### src/rtl/ps2_scancode_rx_if.sv
// PS/2 pin and scan-code output bundle for ps2_scancode_rx.
// slave: the receiver; master: whatever drives the pins and consumes codes.
interface ps2_scancode_rx_if;
  logic       PS2_CLK;
  logic       PS2_DATA;
  logic [7:0] CODEWORD;
  logic       TRIG_ARR;
  logic       BREAK;
  logic       EXTENDED;
  logic       FRAME_ERR;

  modport slave (
    input  PS2_CLK, PS2_DATA,
    output CODEWORD, TRIG_ARR, BREAK, EXTENDED, FRAME_ERR
  );

  modport master (
    output PS2_CLK, PS2_DATA,
    input  CODEWORD, TRIG_ARR, BREAK, EXTENDED, FRAME_ERR
  );
endinterface

### src/rtl/ps2_scancode_rx.sv
// PS/2 device-to-host frame receiver; strips F0/E0 prefixes and strobes make codes.
// Optional macro PS2_PARITY_CHECK_EN enables odd-parity rejection of frames.
module ps2_scancode_rx #(
  parameter int SYNC_STAGES    = 2,
  parameter int TIMEOUT_CYCLES = 50000,
  parameter int CNT_W          = 16
) (
  input  logic                CLK,
  input  logic                RST_N,
  ps2_scancode_rx_if.slave    bus
);

  typedef enum logic [2:0] {
    IDLE   = 3'd0,
    DATA   = 3'd1,
    PARITY = 3'd2,
    STOP   = 3'd3,
    DONE   = 3'd4
  } state_e;

  localparam logic [CNT_W-1:0] TMO_LIMIT = CNT_W'(TIMEOUT_CYCLES);
  localparam logic [CNT_W-1:0] TMO_ONE   = CNT_W'(1);

  logic [SYNC_STAGES-1:0] clk_sync_q;
  logic [SYNC_STAGES-1:0] data_sync_q;
  logic                   clk_prev_q;
  logic                   clk_s;
  logic                   data_s;
  logic                   fall_s;
  logic                   timeout_s;
  logic                   parity_ok_s;

  state_e                 state_q, state_d;
  logic [7:0]             shift_q, shift_d;
  logic [2:0]             bit_cnt_q, bit_cnt_d;
  logic [CNT_W-1:0]       tmo_q, tmo_d;
  logic                   brk_pend_q, brk_pend_d;
  logic                   ext_pend_q, ext_pend_d;
  logic [7:0]             codeword_q, codeword_d;
  logic                   break_q, break_d;
  logic                   ext_q, ext_d;
  logic                   trig_q, trig_d;
  logic                   ferr_q, ferr_d;

  // Pin synchronisers plus one extra PS2_CLK stage for edge detection.
  always_ff @(posedge CLK) begin
    if (!RST_N) begin
      clk_sync_q  <= {SYNC_STAGES{1'b1}};
      data_sync_q <= {SYNC_STAGES{1'b1}};
      clk_prev_q  <= 1'b1;
    end else begin
      clk_sync_q  <= {clk_sync_q[SYNC_STAGES-2:0], bus.PS2_CLK};
      data_sync_q <= {data_sync_q[SYNC_STAGES-2:0], bus.PS2_DATA};
      clk_prev_q  <= clk_sync_q[SYNC_STAGES-1];
    end
  end

  assign clk_s     = clk_sync_q[SYNC_STAGES-1];
  assign data_s    = data_sync_q[SYNC_STAGES-1];
  assign fall_s    = clk_prev_q & ~clk_s;
  assign timeout_s = (tmo_q >= TMO_LIMIT);

`ifdef PS2_PARITY_CHECK_EN
  logic par_q;

  function automatic logic odd_parity_ok(input logic [7:0] d, input logic p);
    return ^{d, p};
  endfunction

  // Parity bit capture, used only by the optional check in STOP.
  always_ff @(posedge CLK) begin
    if (!RST_N) begin
      par_q <= 1'b0;
    end else if ((state_q == PARITY) && fall_s) begin
      par_q <= data_s;
    end else begin
      par_q <= par_q;
    end
  end

  assign parity_ok_s = odd_parity_ok(shift_q, par_q);
`else
  assign parity_ok_s = 1'b1;
`endif

  // State and output registers.
  always_ff @(posedge CLK) begin
    if (!RST_N) begin
      state_q    <= IDLE;
      shift_q    <= 8'h00;
      bit_cnt_q  <= 3'd0;
      tmo_q      <= '0;
      brk_pend_q <= 1'b0;
      ext_pend_q <= 1'b0;
      codeword_q <= 8'h00;
      break_q    <= 1'b0;
      ext_q      <= 1'b0;
      trig_q     <= 1'b0;
      ferr_q     <= 1'b0;
    end else begin
      state_q    <= state_d;
      shift_q    <= shift_d;
      bit_cnt_q  <= bit_cnt_d;
      tmo_q      <= tmo_d;
      brk_pend_q <= brk_pend_d;
      ext_pend_q <= ext_pend_d;
      codeword_q <= codeword_d;
      break_q    <= break_d;
      ext_q      <= ext_d;
      trig_q     <= trig_d;
      ferr_q     <= ferr_d;
    end
  end

  // Frame FSM, timeout counter and prefix handling.
  always_comb begin
    state_d    = state_q;
    shift_d    = shift_q;
    bit_cnt_d  = bit_cnt_q;
    tmo_d      = tmo_q;
    brk_pend_d = brk_pend_q;
    ext_pend_d = ext_pend_q;
    codeword_d = codeword_q;
    break_d    = break_q;
    ext_d      = ext_q;
    trig_d     = 1'b0;
    ferr_d     = 1'b0;

    if ((state_q == IDLE) || (state_q == DONE) || fall_s) begin
      tmo_d = '0;
    end else begin
      tmo_d = tmo_q + TMO_ONE;
    end

    case (state_q)
      IDLE: begin
        if (fall_s && !data_s) begin
          state_d   = DATA;
          bit_cnt_d = 3'd0;
        end else begin
          state_d = IDLE;
        end
      end
      DATA: begin
        if (fall_s) begin
          shift_d   = {data_s, shift_q[7:1]};
          bit_cnt_d = bit_cnt_q + 3'd1;
          if (bit_cnt_q == 3'd7) begin
            state_d = PARITY;
          end else begin
            state_d = DATA;
          end
        end else if (timeout_s) begin
          ferr_d  = 1'b1;
          state_d = IDLE;
        end else begin
          state_d = DATA;
        end
      end
      PARITY: begin
        if (fall_s) begin
          state_d = STOP;
        end else if (timeout_s) begin
          ferr_d  = 1'b1;
          state_d = IDLE;
        end else begin
          state_d = PARITY;
        end
      end
      STOP: begin
        if (fall_s) begin
          if (data_s && parity_ok_s) begin
            state_d = DONE;
          end else begin
            ferr_d  = 1'b1;
            state_d = IDLE;
          end
        end else if (timeout_s) begin
          ferr_d  = 1'b1;
          state_d = IDLE;
        end else begin
          state_d = STOP;
        end
      end
      DONE: begin
        state_d = IDLE;
        if (shift_q == 8'hF0) begin
          brk_pend_d = 1'b1;
        end else if (shift_q == 8'hE0) begin
          ext_pend_d = 1'b1;
        end else begin
          // Break codes update the outputs silently so only presses strobe.
          codeword_d = shift_q;
          break_d    = brk_pend_q;
          ext_d      = ext_pend_q;
          trig_d     = ~brk_pend_q;
          brk_pend_d = 1'b0;
          ext_pend_d = 1'b0;
        end
      end
      default: begin
        state_d = IDLE;
      end
    endcase
  end

  assign bus.CODEWORD  = codeword_q;
  assign bus.TRIG_ARR  = trig_q;
  assign bus.BREAK     = break_q;
  assign bus.EXTENDED  = ext_q;
  assign bus.FRAME_ERR = ferr_q;

endmodule

### src/flat_wrapper.sv
// flat-port wrapper written by rule: the top's interface ports become plain ports
module ps2_scancode_rx_flat 
#(
  parameter int SYNC_STAGES    = 2,
  parameter int TIMEOUT_CYCLES = 50000,
  parameter int CNT_W          = 16
)
  (CLK, RST_N, bus_PS2_CLK, bus_PS2_DATA, bus_CODEWORD, bus_TRIG_ARR, bus_BREAK, bus_EXTENDED, bus_FRAME_ERR);
  ps2_scancode_rx_if bus_i ();
  input  logic CLK;
  input  logic RST_N;
  input wire logic [$bits(bus_i.PS2_CLK)-1:0] bus_PS2_CLK;
  input wire logic [$bits(bus_i.PS2_DATA)-1:0] bus_PS2_DATA;
  output wire logic [$bits(bus_i.CODEWORD)-1:0] bus_CODEWORD;
  output wire logic [$bits(bus_i.TRIG_ARR)-1:0] bus_TRIG_ARR;
  output wire logic [$bits(bus_i.BREAK)-1:0] bus_BREAK;
  output wire logic [$bits(bus_i.EXTENDED)-1:0] bus_EXTENDED;
  output wire logic [$bits(bus_i.FRAME_ERR)-1:0] bus_FRAME_ERR;
  assign bus_i.PS2_CLK = bus_PS2_CLK;
  assign bus_i.PS2_DATA = bus_PS2_DATA;
  assign bus_CODEWORD = bus_i.CODEWORD;
  assign bus_TRIG_ARR = bus_i.TRIG_ARR;
  assign bus_BREAK = bus_i.BREAK;
  assign bus_EXTENDED = bus_i.EXTENDED;
  assign bus_FRAME_ERR = bus_i.FRAME_ERR;
  ps2_scancode_rx #(.SYNC_STAGES(SYNC_STAGES), .TIMEOUT_CYCLES(TIMEOUT_CYCLES), .CNT_W(CNT_W)) u_core (.CLK(CLK), .RST_N(RST_N), .bus(bus_i));
endmodule
### config.mk
export PLATFORM = sky130hd
export DESIGN_NAME = ps2_scancode_rx_flat
export DESIGN_NICKNAME = d
export VERILOG_FILES = /design/src/rtl/ps2_scancode_rx_if.sv /design/src/rtl/ps2_scancode_rx.sv /design/src/flat_wrapper.sv
export SDC_FILE = /design/constraint.sdc
export NUM_CORES = 1
export LEC_CHECK = 0
export CORE_MARGIN = 4
export CORE_UTILIZATION = 55
export CTS_CLUSTER_DIAMETER = 40
export DETAILED_ROUTE_END_ITERATION = 8
export MAX_ROUTING_LAYER = met4
export PLACE_DENSITY = 0.76
export SLEW_MARGIN = 20
export SYNTH_ARGS = -nofsm -noshare
export SYNTH_HDL_FRONTEND = slang
export SYNTH_SLANG_ARGS = --single-unit
export TNS_END_PERCENT = 30
### constraint.sdc
create_clock -name CLK -period 1.8 [get_ports CLK]
set_input_delay 0.45 -clock CLK [delete_from_list [all_inputs] [get_ports CLK]]
set_output_delay 0.45 -clock CLK [all_outputs]
set_load 0.02 [all_outputs]
After elaboration in Yosys (flattened, before gate mapping)
Index checks and enable logic that the tools add are counted.
Cells by class
  add/sub/neg operators: 2
  $lt $le $gt $ge: 1
  equality and inequality tests: 10
  muxes and demuxes: 21
  bitwise gates (word level): 7
  reductions and logical operators: 14
Operator list (count)
  $mux W3: 6
  $add A16 B1 Y16 const B: 1
  $eq A8 B8 Y1 const B: 2
  $ge A16 B16 Y1 const B: 1
  $pmux W3 S4: 1
  $mux W1: 9
  $eq A3 B2 Y1 const B: 2
  $eq A3 B3 Y1 const B: 2
  $mux W2: 3
  $not A1 Y1: 6
  $pmux W3 S2: 1
  $reduce_and A2 Y1: 3
  $reduce_and A3 Y1: 2
  $ne A2 B1 Y1 const B: 2
  $reduce_or A2 Y1: 2
  $reduce_or A4 Y1: 1
  $add A3 B1 Y3 const B: 1
  $eq A3 B1 Y1 const B: 1
  $logic_not A3 Y1: 1
  $logic_or A1 B1 Y1: 2
  $ne A2 B2 Y1 const B: 1
  $pmux W1 S2: 1
  $reduce_bool A2 Y1: 1
  $and A1 B1 Y1: 1
  other kinds (2): 2
Storage, ports and cells
  register bits: 49
  input bits: 4
  output and inout port bits: 12
  word-level logic and storage cells: 69

Depth between registers and ports, before layout
Gate-level depths: netlist of run 1.
  depth after elaboration: 5
  depth in mapped cells: 7
  mapped depth without buffers: 5

Least setup slack after synthesis of run 1
No wires, ideal clock.
  path kind: register to register
  start point: register u_core.state_q[0]
  end point: register u_core.codeword_q[2] (netlist: u_core.bus.CODEWORD[2])
  library setup time: 116 ps
  data arrival time: 1401 ps
  path slack: 283 ps
  cell stages (with the launch flop): 7
  cells stage by stage: dfxtp_1 buf_6 or3b_1 buf_2 a31oi_4 nor2_1 a31o_2
Between the ends
  longest elaborated chain between the ends: 2
Ends and longest elaborated chain
  start: declaration: line ps2_scancode_rx.sv:33  | state_e state_q, state_d;
  start signal: assignment: line ps2_scancode_rx.sv:101  | state_q <= state_d;
  $eq A3 B3 Y1: line ps2_scancode_rx.sv:135  | case (state_q)
  $reduce_and A3 Y1 (no line)
  end signal: assignment: line ps2_scancode_rx.sv:107  | codeword_q <= codeword_d;
  end: declaration: line ps2_scancode_rx.sv:39  | logic [7:0] codeword_q, codeword_d;
Every way passes these cells.
A chain may end at the register's enable or synchronous reset.

Worst setup path in the final report of run 1
  start point: register u_core.codeword_q[7] (netlist: u_core.bus.CODEWORD[7])
  end point: output port bus_CODEWORD[7]
RTL lines
  end: declaration: line flat_wrapper.sv:14  | output wire logic [$bits(bus_i.CODEWORD)-1:0] bus_CODEWORD;
No word-level cell between the ends.

==> reports/metrics.csv, run 1 <==
stage,metric,value,unit
layout,syn2layout_area_growth,15.2,%
grt,grt_pass1_wl,6.54,mm
flow_run,maxCapViolCount,0,
setup_path,cpLargestDelayFamily,buffers and inverters,
routing,wl_per_cell,12.8,µm
routing,vias,1628,
grt,grt_overflow,0,
timing,setup-tns-final,0,ns
layout,layout_commonest_cell,dfxtp_1,
setup_path,path_max_fanout,2,
status,status,"complete, no violations",
clocking,clk_latency,0.31,ns
floorplanning,dieArea,4730,µm²
yosys,ys.flop_type,dfxtp_1,
placement,port_buffers,15,
setup_path,cp_slowest_cell,clkdlybuf4s50_1,
timing,hold_viol_final,0,
yosys,synthCells,226,
floorplanning,die_x,68.7,µm
yosys,async_flop_share,0,%
clocking,root_buffer,clkbuf_8,
floorplanning,ios,16,
timing,maxSlewViolCount,0,
timing,tightest_slew,0.494,ns
clocking,ctsHoldBuffers,0,
timing,fmax,584,MHz
setup_path,critical_path_class,reg -> out,
clocking,cts-htree-levels,2,
setup_path,crit_chain,clkdlybuf4s50_1,
clocking,cts_resized,0,
layout,register_area,981,µm²
layout,antennaDiodeCount,0,
yosys,syn_avg_cell_area,8.98,µm²
timing,slew-limit-headroom,67.0,%
routing,viasPerCell,5.52,
yosys,syn_nets,234,
hold_path,holdCritPathClass,reg -> reg,
yosys,ys_types,41,
placement,place_congestion,0.808,
layout,final_cell_mix,"dfxtp_1 (49), nand2_1 (29), nor2_1 (23)",
clocking,cts_buffers,5,
grt,grt_antenna_before_repair,0,
timing,finalCritPeriodShare,95.1,%
yosys,syn_area,2030,µm²
layout,multi_input_area,968,µm²
timing,holdWs,0.420,ns
floorplanning,initial_core_util,59.0,%
timing,setup_violations,0,
clocking,cts_tree,done,
floorplanning,rows,21,
placement,dp_hpwl,2.59,mm
grt,grt_max_degree,21,
routing,ant_nets,0,
power_and_ir_drop,p_leak,0.832,nW
clocking,cts_buffer_depth,2,
yosys,synth_edf_count,0,
yosys,ys_ff_latch,49,
routing,dr.pass1.iters,5,
setup_path,cp-end-kind,output port,
grt,grt_usage,19.0,%
setup_path,slowest_delay,0.61,ns
layout,fillers,275,
timing,rsz0062_at_grt,false,
layout,layout-drive-gt1-share,10.0,%
clocking,clk_pin_slew,0.08,ns
yosys,yosys_warnings,0,
setup_path,arrival,1.26,ns
routing,wl,3.76,mm
grt,grt_pass1_vias,1488,
yosys,ys_seq_area_share,48.3,%
power_and_ir_drop,ir_drop,0.481,mV
routing,drt_iter0_markers,178,
clocking,cts_setup_buffers,0,
clocking,clock_sinks,49,
setup_path,crit_required,1.35,ns
setup_path,cp_num_buf_inv,1,
layout,finalNetCount,256,
timing,fin_worst_skew,0.00451,ns
timing,period_minus_slack,1.71,ns
floorplanning,coreArea,3440,µm²
setup_path,critPathLaunchType,flip-flop,
power_and_ir_drop,power_density,753,nW/µm²
floorplanning,dieHeight,68.7,µm
routing,drc,0,
## metal layers
layer | part of all wire (%) | GRT usage (%) | up-vias
li1 | - | - | 828
met4 | 1.9 | 8.76 | 0
met3 | 5.0 | 4.38 | 8
met1 | 50 | 26.5 | 754
met2 | 43 | 25.7 | 38
met5 | 0 | - | -
## flip-flops by register name, summed over array words and instances (netlist names)
register,count
u_core.tmo_q,16
u_core.bus.CODEWORD,8
u_core.shift_q,8
u_core.bit_cnt_q,3
u_core.state_q,3
u_core.clk_sync_q,2
u_core.data_sync_q,2
u_core.brk_pend_q,1
u_core.bus.BREAK,1
u_core.bus.EXTENDED,1
u_core.bus.FRAME_ERR,1
u_core.bus.TRIG_ARR,1
u_core.clk_prev_q,1
u_core.ext_pend_q,1
## area by class of cell
class / count / area share (%)
Sequential cell: 49 / 42.0
Multi-Input combinational cell: 162 / 41.4
Timing Repair Buffer: 26 / 9.96
Clock buffer: 6 / 3.10
Tap cell: 46 / 2.46
Inverter: 4 / 0.642
Clock inverter: 2 / 0.428
## cells by family (layout without fill, tap and decap cells)
| family | after synthesis | after routing | share of synthesized area (%) |
|---|---|---|---|
| AOI/OAI and AO/OA | 42 | 42 | 14.9 |
| adders and majority gates | 4 | 4 | 2.47 |
| and+or+nand+nor | 106 | 106 | 26.0 |
| xor gates and xnor gates | 10 | 10 | 4.32 |
| DFF | 49 | 49 | 48.3 |
| buffers and inverters | 15 | 38 | 3.95 |
## synth_stat cells, types with 2 or more instances
cell	instances	area, µm²
xor2_1	7	61.3
and3_1	4	25.0
a31o_2	2	17.5
nand2b_1	8	50.1
buf_2	4	20.0
and2_1	2	12.5
ha_1	4	50.1
and3b_1	2	17.5
a21oi_1	6	30.0
nor2b_1	4	25.0
buf_6	2	22.5
o211ai_1	3	22.5
nor3_1	3	15.0
dfxtp_1	49	981
nor2_1	23	86.3
a21boi_0	8	60.1
or3_1	3	18.8
xnor2_1	3	26.3
inv_1	4	15.0
nand4_1	5	31.3
o21ai_0	11	55.1
a22oi_1	2	15.0
clkbuf_1	4	15.0
nand3_1	16	80.1
nand2_1	29	109
o221a_2	3	33.8
## power by group
| part | internal, mW | switching, mW |
|---|---|---|
| Combinational | 0.0206 | 0.0221 |
| Clock | 0.270 | 0.357 |
| Sequential | 1.09 | 0.00293 |
| Total | 1.38 | 0.382 |
## stage by stage
stage	worst slack (ns)	utilization, %	cells	total power [mW]	instance area [µm²]
finish	0.0881	67.9	295	1.76	2340
global route	0.0440	67.9	295	1.82	2340
CTS	0.0810	67.9	295	1.78	2340
detailed placement	0.144	65.5	287	1.16	2250
global placement	0.208	65.5	287	1.16	2250
floorplan	0.283	-	226	1.14	2030
## worst paths after layout
path,start,endpoint,slack (ns),cells past startpoint
worst min register to register,u_core.data_sync_q[0]$_SDFF_PN1_,u_core.data_sync_q[1]$_SDFF_PN1_,0.42,1
worst min-delay path,u_core.data_sync_q[0]$_SDFF_PN1_,u_core.data_sync_q[1]$_SDFF_PN1_,0.42,1
worst max-delay path,u_core.bus.CODEWORD[7]$_SDFFE_PN0P_,bus_CODEWORD[7],0.09,1
worst max register to register,u_core.state_q[2]$_SDFF_PN0_,u_core.bus.CODEWORD[1]$_SDFFE_PN0P_,0.19,5
Power figures use the tool's default switching activity.
==> run 2: changes to the inputs <==
--- a/config.mk
+++ b/config.mk
@@ -5,6 +5,7 @@
 export SDC_FILE = /design/constraint.sdc
 export NUM_CORES = 1
 export LEC_CHECK = 0
+export ABC_AREA = 1
 export CORE_MARGIN = 4
 export CORE_UTILIZATION = 55
 export CTS_CLUSTER_DIAMETER = 40
==> run 2 against run 1 <==
Effect of this change: total power rose by 3.0%; combinational power decreased by 3%; synthesized area increased by 2.0%; die area rose by 1.8%; non-clock buffer count decreased by 6; cell count grew 18%; maximum frequency up 0.28%; hold slack better by 0.0029 ns; highest routed layer unchanged; count of clock-buffer cells in the layout stayed put; synthesized cell count is 23% higher.
==> reports/metrics.csv, run 2 <==
stage,metric,value,unit
grt,grt_pass1_vias,1729,
yosys,syn_avg_cell_area,7.45,µm²
layout,largest_reg_flops,16,
floorplanning,dieArea,4810,µm²
setup_path,timing.rr.end,u_core.tmo_q[12]$_SDFF_PP0_,
yosys,muxShareOfSynthArea,0,%
timing,rsz0062_at_grt,false,
yosys,synthCells,278,
timing,setup_violations,0,
setup_path,critical_path_depth,1,
yosys,synthTopCellsByCount,"nand2_1 (51), dfxtp_1 (49), nor2_1 (35)",
layout,antennaDiodeCount,0,
layout,fillers,323,
clocking,cts_tree,done,
setup_path,critPathLaunchType,flip-flop,
clocking,cts_setup_buffers,0,
routing,ant_nets,0,
power_and_ir_drop,ir_drop,0.587,mV
setup_path,crit_start,u_core.bus.EXTENDED$_SDFFE_PN0P_,
routing,vias,1783,
floorplanning,die_x,69.4,µm
grt,grt_antenna_before_repair,0,
timing,slew-limit-headroom,76.5,%
setup_path,arrival,1.26,ns
layout,layout_commonest_cell,nand2_1,
layout,register_area,981,µm²
setup_path,critical_path_class,reg -> out,
clocking,clock_sinks,49,
layout,finalNetCount,306,
clocking,cts-htree-levels,2,
clocking,cts_resized,0,
floorplanning,dieHeight,69.4,µm
yosys,synth_top_family_by_area,simple AND/OR/NAND/NOR gates,
yosys,synth_most_common_cell,nand2_1,
timing,hold_viol_final,0,
placement,dp_hpwl,2.82,mm
routing,drt_iter0_markers,68,
yosys,ys_seq_area_share,47.4,%
grt,grt_pass1_wl,7.25,mm
layout,multi_input_area,928,µm²
routing,wl_per_cell,11.1,µm
clocking,cts_buffers,5,
yosys,ys_ff_latch,49,
setup_path,slowest_delay,0.60,ns
setup_path,crit_chain,clkdlybuf4s50_1,
yosys,syn_nets,286,
routing,wl,3.85,mm
timing,fmax,586,MHz
setup_path,regToRegSetupSlack,0.24,ns
timing,tightest_slew,0.349,ns
power_and_ir_drop,power_density,762,nW/µm²
setup_path,r2r_start,u_core.tmo_q[0]$_SDFF_PP0_,
yosys,synth_top_cell_by_area,dfxtp_1,
layout,layout-drive-gt1-share,9.03,%
floorplanning,ios,16,
floorplanning,coreArea,3660,µm²
power_and_ir_drop,finalPower,1.81,mW
yosys,ys.flop_type,dfxtp_1,
setup_path,worstSetupEndpoint,bus_EXTENDED,
grt,grt_overflow,0,
timing,period_minus_slack,1.71,ns
layout,largest_register,u_core.tmo_q,
timing,setup-tns-final,0,ns
setup_path,cpLargestDelayFamily,buffers and inverters,
setup_path,cp_num_buf_inv,1,
setup_path,crit_required,1.35,ns
setup_path,cp-end-kind,output port,
timing,fin_worst_skew,0.00812,ns
yosys,syn_area,2070,µm²
yosys,synth-simple-area-share,28.4,%
yosys,synth_area_leaders,"dfxtp_1 (47%), nand2_1 (9.2%), a21oi_1 (8.0%), nor2_1 (6.3%), inv_1 (5.6%)",
setup_path,reg2reg_depth,8,
placement,place_congestion,0.839,
clocking,root_buffer,clkbuf_8,
placement,port_buffers,15,
clocking,ctsHoldBuffers,0,
clocking,clk_latency,0.31,ns
grt,grt_usage,18.8,%
yosys,synth_edf_count,0,
yosys,ys_types,26,
placement,dpl_cell_area,2280,µm²
hold_path,holdCritPathClass,reg -> reg,
timing,finalCritPeriodShare,94.8,%
yosys,yosys_warnings,0,
routing,viasPerCell,5.14,
grt,grt_max_degree,20,
floorplanning,rows,22,
flow_run,maxCapViolCount,0,
clocking,clk_pin_slew,0.09,ns
status,status,"complete, no violations",
routing,drc,0,
yosys,synth_adder_area_share,2.42,%
layout,final_cell_mix,"nand2_1 (51), dfxtp_1 (49), nor2_1 (35)",
floorplanning,initial_core_util,56.6,%
yosys,async_flop_share,0,%
routing,dr.pass1.iters,4,
setup_path,cp_slowest_cell,clkdlybuf4s50_1,
yosys,synth_top_area_share,47.4,%
layout,syn2layout_area_growth,15.0,%
clocking,cts_buffer_depth,2,
power_and_ir_drop,p_leak,0.859,nW
yosys,synthXorXnorAreaFrac,0.423,%
timing,holdWs,0.423,ns
timing,maxSlewViolCount,0,
layout,fin_area,2380,µm²
yosys,synth_compound_area_share,13.6,%
setup_path,path_max_fanout,2,
## run 2: layout make-up
class                           count  area share (%)
Clock buffer                        6            3.47
Clock inverter                      2           0.736
Inverter                           33            5.20
Multi-Input combinational cell    189            39.0
Sequential cell                    49            41.2
Tap cell                           48            2.52
Timing Repair Buffer               20            7.88
## run 2: per-layer routing
metal	up-vias	routed length (µm)	GRT usage, %
met4	0	76	9.11
met2	25	1910	30.0
li1	945	-	-
met5	-	0	-
met3	7	126	5.22
met1	806	1740	21.8
## run 2: cells by family after synthesis
logic type | Yosys count
AO/OA/AOI/OAI | 54
XOR/XNOR | 1
adder cells (fa/ha/maj) | 4
buffers and inverters | 40
flip-flops | 49
AND/OR/NAND/NOR | 130
## run 2: worst register-to-register path, stage by stage (launching register included)
cell and delay, ns:
dfxtp_1 0.38, ha_1 0.19, nand2_1 0.12, nor2_2 0.18
nand2_1 0.10, nor2_2 0.15, nand2_1 0.12, o21ai_0 0.16
nor2_1 0.07
## run 2: worst min-delay path by stage
stage                                          from  depth (start not counted)                         endpoint  slack (ns)
CTS                 u_core.clk_sync_q[0]$_SDFF_PN1_                          1  u_core.clk_sync_q[1]$_SDFF_PN1_        0.42
global route        u_core.clk_sync_q[0]$_SDFF_PN1_                          1  u_core.clk_sync_q[1]$_SDFF_PN1_        0.44
floorplan           u_core.clk_sync_q[0]$_SDFF_PN1_                          1  u_core.clk_sync_q[1]$_SDFF_PN1_        0.39
global placement    u_core.clk_sync_q[0]$_SDFF_PN1_                          1  u_core.clk_sync_q[1]$_SDFF_PN1_        0.39
finish              u_core.clk_sync_q[0]$_SDFF_PN1_                          1  u_core.clk_sync_q[1]$_SDFF_PN1_        0.42
detailed placement  u_core.clk_sync_q[0]$_SDFF_PN1_                          1  u_core.clk_sync_q[1]$_SDFF_PN1_        0.40
## run 2: power by group
part           internal, mW  leakage, nW  switching (mW)  total, mW
registers              1.09        0.396         0.00239       1.09
clock network         0.319       0.0518           0.363      0.681
logic                0.0165        0.412          0.0251     0.0416
## run 2: metrics by stage
stage | setup slack, ns | instances | utilization, %
final | 0.0928 | 347 | 65.0
after global routing | 0.0168 | 347 | 65.0
after CTS | 0.0746 | 347 | 65.0
after detailed placement | 0.0277 | 339 | 62.3
after global placement | 0.0553 | 339 | 62.3
after floorplan | 0.460 | 278 | -
